===== src/rtl/demultiplexer.sv =====
// One-input, CHANNELS-output demultiplexer with a one-word holding register
// per channel and valid/ready handshakes on every side.
//
// Parameters:
//   WIDTH      data width of each channel
//   CHANNELS   number of output channels (>= 2); SELW = $clog2(CHANNELS)
// Ports:
//   clock      rising-edge clock
//   reset_n    asynchronous active-low reset
//   in_data    input word
//   in_sel     destination channel index
//   in_valid   in_data / in_sel valid
//   in_ready   input accepted this cycle
//   out_bus    packed channel data, channel c at
//              [(CHANNELS-1-c)*WIDTH +: WIDTH]
//   out_valid  per-channel word held
//   out_ready  per-channel consumer takes the word
//   drop_count saturating count of discarded out-of-range words
// Build option:
//   DEMUX_DROP_COUNT_EN  when defined, drop_count counts discarded words;
//                        otherwise it is tied to 0 and no counter is built.
module demultiplexer #(
    parameter  int WIDTH    = 32,
    parameter  int CHANNELS = 2,
    localparam int SELW     = $clog2(CHANNELS)
) (
    input  logic                      clock,
    input  logic                      reset_n,
    input  logic [WIDTH-1:0]          in_data,
    input  logic [SELW-1:0]           in_sel,
    input  logic                      in_valid,
    output logic                      in_ready,
    output logic [CHANNELS*WIDTH-1:0] out_bus,
    output logic [CHANNELS-1:0]       out_valid,
    input  logic [CHANNELS-1:0]       out_ready,
    output logic [7:0]                drop_count
);

    logic [WIDTH-1:0]    data_q [CHANNELS];
    logic [CHANNELS-1:0] vld_q;
    logic [CHANNELS-1:0] fill;
    logic [CHANNELS-1:0] drain;

    // An out-of-range select matches no channel, so in_ready keeps its
    // default of 1 and the word is swallowed without touching any channel.
    always_comb begin
        in_ready = 1'b1;
        fill     = '0;
        drain    = vld_q & out_ready;
        for (int c = 0; c < CHANNELS; c++) begin
            if (in_sel == SELW'(c)) begin
                in_ready = !vld_q[c] || out_ready[c];
                fill[c]  = in_valid && (!vld_q[c] || out_ready[c]);
            end
        end
    end

    // Fill has priority over drain so a simultaneous drain+fill keeps
    // valid high and sustains one word per cycle.
    always_ff @(posedge clock or negedge reset_n) begin
        if (!reset_n) begin
            vld_q <= '0;
            for (int c = 0; c < CHANNELS; c++) begin
                data_q[c] <= '0;
            end
        end else begin
            for (int c = 0; c < CHANNELS; c++) begin
                if (fill[c]) begin
                    data_q[c] <= in_data;
                    vld_q[c]  <= 1'b1;
                end else if (drain[c]) begin
                    vld_q[c]  <= 1'b0;
                end
            end
        end
    end

    assign out_valid = vld_q;

    for (genvar c = 0; c < CHANNELS; c++) begin : g_pack
        assign out_bus[(CHANNELS-1-c)*WIDTH +: WIDTH] = data_q[c];
    end

`ifdef DEMUX_DROP_COUNT_EN
    localparam logic [SELW:0] NCH = (SELW+1)'(CHANNELS);

    logic       in_range;
    logic [7:0] drop_q;

    assign in_range = {1'b0, in_sel} < NCH;

    always_ff @(posedge clock or negedge reset_n) begin
        if (!reset_n) begin
            drop_q <= 8'd0;
        end else if (in_valid && !in_range && drop_q != 8'hFF) begin
            drop_q <= drop_q + 8'd1;
        end
    end

    assign drop_count = drop_q;
`else
    assign drop_count = 8'd0;
`endif

endmodule


===== config.mk =====
export PLATFORM = sky130hd
export DESIGN_NAME = demultiplexer
export DESIGN_NICKNAME = d
export VERILOG_FILES = /design/src/rtl/demultiplexer.sv
export SDC_FILE = /design/constraint.sdc
export NUM_CORES = 1
export LEC_CHECK = 0
export CORE_ASPECT_RATIO = 0.75
export CORE_UTILIZATION = 43
export CTS_BUF_LIST = sky130_fd_sc_hd__clkbuf_2 sky130_fd_sc_hd__clkbuf_4 sky130_fd_sc_hd__clkbuf_8
export CTS_CLUSTER_SIZE = 25
export DETAILED_ROUTE_END_ITERATION = 12
export GPL_ROUTABILITY_DRIVEN = 0
export PLACE_DENSITY = 0.91
export SETUP_SLACK_MARGIN = 0.15
export SLEW_MARGIN = 0
export SYNTH_ARGS = -nofsm -noshare
export SYNTH_HDL_FRONTEND = slang
export SYNTH_SLANG_ARGS = --single-unit

===== constraint.sdc =====
create_clock -name clock -period 1.9 [get_ports clock]
set_clock_uncertainty 0.2 [all_clocks]
set_input_delay 0.285 -clock clock [delete_from_list [all_inputs] [get_ports clock]]
set_output_delay 0.285 -clock clock [all_outputs]
set_load 0.005 [all_outputs]

[Word level (Yosys, flattened, before mapping)]
Index checks and enable logic that the tools add are counted.
Word-level totals
  register bits after elaboration: 66
  input bits: 38
  output and inout bits: 75
Operators by class
  muxes and demuxes: 7
  bitwise logic cells: 1
  reductions and logical operators: 8
Operators by type and width (number)
  $mux 1: 7
  $reduce_bool 2->1: 2
  $and 2x2->2: 1
  $logic_and 1x1->1: 2
  $logic_not 1->1: 2
  $logic_or 1x1->1: 2

[Depth between registers and ports, before layout]
Gate-level depths: netlist (run 1).
  depth in word-level cells: 5
  gate-level depth with buffers: 4

[Worst setup path before layout (run 1)]
Ideal clock, no wire load.
  path type: register to register
  start point: register vld_q[0] (netlist: out_valid[0])
  end point: register data_q (netlist bit out_bus[32])
  library setup time: 0.125 ns
  data arrival time: 1.259 ns
  required time: 1.575 ns
  path slack: 0.316 ns
  cell stages (with the launch flop): 5
  period minus slack after synthesis: 1.584 ns
  cells stage by stage: dfrtp_1 -> nand2b_2 -> nor3b_4 -> buf_6 -> mux2_2
On the way
  cells in the longest elaborated chain, start to end: 4
Ends and longest elaborated chain
  from (decl): RTL line 40  | logic [CHANNELS-1:0] vld_q;
  from (signal assigned): RTL line 62  | vld_q <= '0;
  from (signal, indexed assignment): RTL line 70  | vld_q[c] <= 1'b1;
  from (signal, indexed assignment): RTL line 72  | vld_q[c] <= 1'b0;
  $logic_not 1->1: RTL line 53  | fill[c] = in_valid && (!vld_q[c] || out_ready[c]);
  $logic_or 1x1->1: RTL line 53
  $logic_and 1x1->1: RTL line 53
  $mux 1: RTL line 51  | if (in_sel == SELW'(c)) begin
  to (signal, indexed assignment): RTL line 69  | data_q[c] <= in_data;
  to (decl): RTL line 39  | logic [WIDTH-1:0] data_q [CHANNELS];
Every way passes these cells.
A chain may end at the register's enable or synchronous reset.

[Worst setup path after layout (run 1)]
  start point: input port out_ready[1]
  end point: output port in_ready
On the way
  cells in the longest elaborated chain, start to end: 2
Ends and longest elaborated chain
  from (decl): RTL line 35  | input logic [CHANNELS-1:0] out_ready,
  $logic_or 1x1->1: RTL line 52  | in_ready = !vld_q[c] || out_ready[c];
  $mux 1: RTL line 51
  to (decl): RTL line 32  | output logic in_ready,
Every way passes these cells.

==> flow_metrics.tcl, run 1 <==
set metrics [dict create \
    fp.dieW_um 91.5 \
    cts_buffer_depth 2 \
    htreeDepth 3 \
    yosys.area.top_type "dfrtp_1" \
    initial_utilization_pct 44.6 \
    crit_path_start_kind "input port" \
    via_count 1627 \
    chipHeight_um 69.1 \
    yosysWarnings 0 \
    maxCapViolCount 0 \
    min_period_ns 1.71 \
    wirelength_um 5110 \
    grt.overflow.total 0 \
    synthTopCellsByArea "dfrtp_1 64%, mux2_2 27%, buf_4 2.3%" \
    p_leak_nw 1.69 \
    critPathArrivalTime_ns 1.22 \
    avgSynthCellArea_um2 16.7 \
    area_growth_pct 52.6 \
    synth-simple-area-share_pct 2.37 \
    setup_violations 0 \
    syn_inst 155 \
    grt_usage_pct 17.8 \
    antenna_left 0 \
    path_delay_family "buffers and inverters" \
    antennaDiodeCount 0 \
    grt_max_degree 67 \
    syn_area_mm2 0.00258 \
    first_pass_iters 6 \
    drc_errors 0 \
    core_mm2 0.00580 \
    crit_path_cell_trace "clkdlybuf4s50_1 -> and2b_2 -> a21oi_2 -> buf_2" \
    crit_required_ns 1.41 \
    clock_latency_ns 0.33 \
    cts_buffers 9 \
    antenna_found_initial 0 \
    synth_top_family_by_area "multiplexers" \
    worstSetupPathType "input port to output pin" \
    stdcell_count 352 \
    portBuffers 104 \
    path_max_fanout 3 \
    drive_gt1_share_pct 32.8 \
    placementRows 24 \
    clkSinkCount 66 \
    drt_iter0_drc 36 \
    min_period_over_period_pct 89.9 \
    die_area_mm2 0.00633 \
    nets 307 \
    status "finished, final reports clean" \
    crit_path_end_kind "output pin" \
    synth_adder_area_share_pct 0 \
    final_core_util_pct 68.0 \
    synth_cell_types 17 \
    path_buf_inv 2 \
    wl_per_cell_um 14.5 \
    cp_slowest_cell "clkdlybuf4s50_1" \
    synth_seq_cells 66 \
    ios 113 \
    cts_tree "done" \
    slowest_delay_ns 0.46 \
    slew_viol_final 0 \
    synthMuxAreaShare_pct 27.9 \
    hpwl_um 3720 \
    tns_ns 0 \
    grt_pass1_vias 1780 \
    synth-xor-area-share_pct 0 \
    clkTransAtPathRegs_ns 0.07 \
    grt_setup_unrepaired "no" \
    yosysTopAreaCellShare_pct 63.9 \
    irDropWorstVdd_uv 622 \
    fmax_ghz 0.586 \
    hold_viol 0 \
    dp_cells 335 \
    root_buffer "clkbuf_8" \
    grt_pass1_wl_um 8630 \
    drt-vias-per-instance 4.62 \
    cellPowerDensity_mw_per_mm2 996 \
    fillers 400 \
    hold_path.class "input port to asynchronous set/reset pin" \
    seq_area_frac_synth_pct 63.9 \
    synth-compound-area-share_pct 0.387 \
]
[area by class of cell]
class / instances / area, um2 / share of cell area [%]
clock buffer: 10 / 138 / 3.49
clock inverter: 6 / 66.3 / 1.68
inverter: 1 / 3.75 / 0.0952
multi-input combinational: 81 / 827 / 21.0
sequential: 66 / 1650 / 41.9
tap: 78 / 97.6 / 2.48
timing repair buffer: 110 / 1160 / 29.4
[logic make-up after synthesis]
logic type	Yosys count
other	1
buffers and inverters	15
and+or+nand+nor	7
muxes	64
AOI/OAI and AO/OA	2
DFF	66
[placed cells by master (no fill, tap or decap), types with 2 or more instances in the layout]
cell and n:
clkbuf_8 10, dfrtp_1 66, conb_1 8, clkinvlp_4 3, mux2_2 62, buf_12 5
mux2_1 2, dlymetal6s2s_1 7, buf_2 2, clkdlybuf4s50_1 95
[cells in the mapped netlist]
cell type and n:
nand2_1 1, buf_4 8, conb_1 1, nand2b_2 1, a21oi_1 1, mux2_1 2
nor2_1 1, nor3b_4 1, or2b_1 1, inv_1 1, mux2_2 62, nor2_4 1
dfrtp_1 66, o21ai_0 1, clkbuf_8 2, and2b_1 1, buf_6 4
[where the power goes]
group / internal (W) / total [W] / switching, W
sequential: 0.00166 / 0.00178 / 0.000127
clock: 0.000640 / 0.00116 / 0.000518
combinational: 0.000702 / 0.000983 / 0.000281
[tightest hold or removal path: stages]
cell and delay [ns]:
dlygate4sd3_1 0.53, buf_2 0.12, buf_12 0.30
[metrics by stage]
stage	total power (W)	setup slack, ns	cell area (um2)	hold WS (ns)
5_1_grt	0.00413	0.150	3940	0.315
3_5_place_dp	0.00281	-0.184	3710	0.125
3_3_place_gp	0.00278	-0.229	3710	0.125
6_report	0.00392	0.192	3940	0.291
2_1_floorplan	0.00213	0.316	2610	-0.211
4_1_cts	0.00400	0.155	3930	0.287
[flip-flops by register name, summed over array words and instances, names as in the netlist]
register and flops:
out_bus 64, out_valid 2
[path summary, 6_finish.rpt]
check,startpoint,to,slack (ns),cells after the start
worst max-delay path,out_ready[1],in_ready,0.19,4
worst min-delay path,reset_n,out_bus[26],0.29,3
worst max register to register,out_valid[0],out_bus[55],0.24,4
worst min register to register,out_bus[5],out_bus[5],0.30,1
max in group asynchronous,reset_n,out_bus[10],0.92,3
min in group clock,out_bus[5],out_bus[5],0.30,1
[timing repair]
| item | CTS | global route |
|---|---|---|
| hold buffers | 1 | 0 |
| resized for setup | 6 | 7 |
| setup buffers | 0 | 0 |
| pin swaps | 0 | 1 |
| setup endpoints to repair | 1 | 8 |
| endpoints found under the hold margin | 66 | 0 |
[routing by layer]
metal | global-route usage [%] | share of wire (%)
met1 | 21.7 | 43
met2 | 28.0 | 48
met3 | 7.95 | 8.4
met4 | 6.88 | 1.1
met5 | 0 | 0
Power figures use the tool's default switching activity.
==> inputs of run 2 (changes only) <==
RECOVER_POWER = 100   (was not set)
SLEW_MARGIN = 20   (was 0)
==> flow_metrics.tcl, run 2 (same netlist as run 1, synthesis figures left out) <==
set metrics [dict create \
    status "finished, final reports clean" \
    drive_gt1_share_pct 32.8 \
    min_to "out_bus[29]" \
    die_area_mm2 0.00633 \
    rr_worst_depth 4 \
    drt_iter0_drc 37 \
    r2r_setup_slack_ns 0.23 \
    antenna_found_initial 0 \
    crit_path_start_kind "input port" \
    max-slew-margin-rel_pct 42.4 \
    drt-vias-per-instance 4.63 \
    rr_endpoint "out_bus[55]" \
    antennaDiodeCount 0 \
    grt_max_degree 67 \
    grt.overflow.total 0 \
    hold_path_startpoint "out_bus[29]" \
    grt_setup_unrepaired "no" \
    final_core_util_pct 67.5 \
    globalRouteMet1Util_pct 21.7 \
    cp_slowest_cell "dlygate4sd3_1" \
    clock_latency_ns 0.33 \
    grt_pass1_vias 1780 \
    hpwl_um 3720 \
    critPathArrivalTime_ns 1.82 \
    crit_path_end_kind "register" \
    met3_usage_pct 7.95 \
    final_cell_mix "66 x clkdlybuf4s50_1, 66 x dfrtp_1, 62 x mux2_2" \
    chipHeight_um 69.1 \
    placementRows 24 \
    core_mm2 0.00580 \
    p_leak_nw 1.63 \
    maxCapViolCount 0 \
    grt_pass1_wl_um 8630 \
    largest_reg_flops 64 \
    min_period_over_period_pct 94.5 \
    hold_path.class "register to register" \
    nets 307 \
    hold_viol 0 \
    portBuffers 104 \
    tightest_slew_ns 0.864 \
    worstSetupPathType "input port to register" \
    root_buffer "clkbuf_8" \
    wl_per_cell_um 14.6 \
    setup_violations 0 \
    fillers 403 \
    htreeDepth 3 \
    drc_errors 0 \
    grt_usage_pct 17.8 \
    min_period_ns 1.79 \
    cellPowerDensity_mw_per_mm2 991 \
    reg2reg_from "out_valid[0]" \
    slowest_delay_ns 0.63 \
    fmax_ghz 0.557 \
    slew_viol_final 0 \
    postCtsSetupRepairBufs 0 \
    area_growth_pct 51.4 \
    ios 113 \
    globalRouteMet2Util_pct 28.0 \
    fp.dieW_um 91.5 \
    holdWs_ns 0.301 \
    initial_utilization_pct 44.6 \
    clkSinkCount 66 \
    cts_buffers 9 \
    hold_path_depth 1 \
    crit_required_ns 1.92 \
    path_max_fanout 17 \
    cts_buffer_depth 2 \
    wirelength_um 5130 \
    antenna_left 0 \
    clkTransAtPathRegs_ns 0.07 \
    top_usage_layer "met2" \
    irDropWorstVdd_uv 621 \
    cts_tree "done" \
    crit_path_cell_trace "dlygate4sd3_1 -> nor3b_4 -> buf_12 -> mux2_2" \
    first_pass_iters 3 \
    via_count 1629 \
]
==> run 2: cell count changes in the layout (fill, tap and decap cells not counted) <==
cell | before | now
clkdlybuf4s50_1 | 95 | 66
dlygate4sd3_1 | 1 | 30
clkdlybuf4s25_1 | 0 | 7
dlymetal6s2s_1 | 7 | 0
buf_12 | 5 | 4
clkbuf_4 | 0 | 1
==> run 2: worst max-delay path, delay by kind of cell <==
| family | cells | cell delay, ns |
|---|---|---|
| simple gates | 1 | 0.34 |
| buf+inv | 2 | 0.83 |
| mux | 1 | 0.35 |
==> run 2: repair_timing <==
action / in CTS / in global routing
gates cloned: 0 / 0
endpoints found under the hold margin: 66 / 0
hold buffers: 1 / 0
endpoints found under the setup margin: 1 / 8
pin swaps: 0 / 1
resized for setup: 6 / 7
==> run 2: routing by layer <==
| metal | share of wire (%) | vias up |
|---|---|---|
| li1 | - | 758 |
| met3 | 9.0 | 9 |
| met2 | 47 | 69 |
| met1 | 43 | 793 |
| met4 | 1.1 | 0 |
| met5 | 0 | - |
==> run 2: worst max path at each step <==
stage                             from            to  slack (ns)  cells past startpoint
after floorplan           out_valid[0]   out_bus[32]        0.32                      4
after global placement    out_ready[1]      in_ready       -0.23                      4
after detailed placement  out_ready[1]      in_ready       -0.18                      4
after CTS                 out_valid[0]  out_valid[0]        0.16                      1
after global routing       out_bus[24]   out_bus[24]        0.08                      1
final                           in_sel   out_bus[55]        0.11                      4
==> run 2: area by class of cell <==
type                    count  area (um2)  area share, %
multi-input cells          81         827           21.1
clock inverters             6        66.3           1.69
clock buffers              10         138           3.52
well taps                  78        97.6           2.49
repair buffers            110        1130           28.8
flip-flops and latches     66        1650           42.2
inverters                   1        3.75         0.0959
==> run 2: where the power goes <==
| group | internal [W] | switching [W] | total [W] |
|---|---|---|---|
| Sequential | 0.00166 | 0.000123 | 0.00178 |
| Clock | 0.000640 | 0.000518 | 0.00116 |
| Combinational | 0.000656 | 0.000281 | 0.000937 |
| Total | 0.00295 | 0.000922 | 0.00388 |
==> run 2: stage by stage <==
step                area (um2)  power (W)  worst slack [ns]  setup TNS [ns]  std cells
floorplan                 2610    0.00213             0.316               0        162
global placement          3710    0.00278            -0.229           -6.45        335
detailed placement        3710    0.00281            -0.184           -7.97        335
CTS                       3930    0.00400             0.155               0        352
global route              3910    0.00409            0.0757               0        352
finish                    3910    0.00388             0.105               0        352
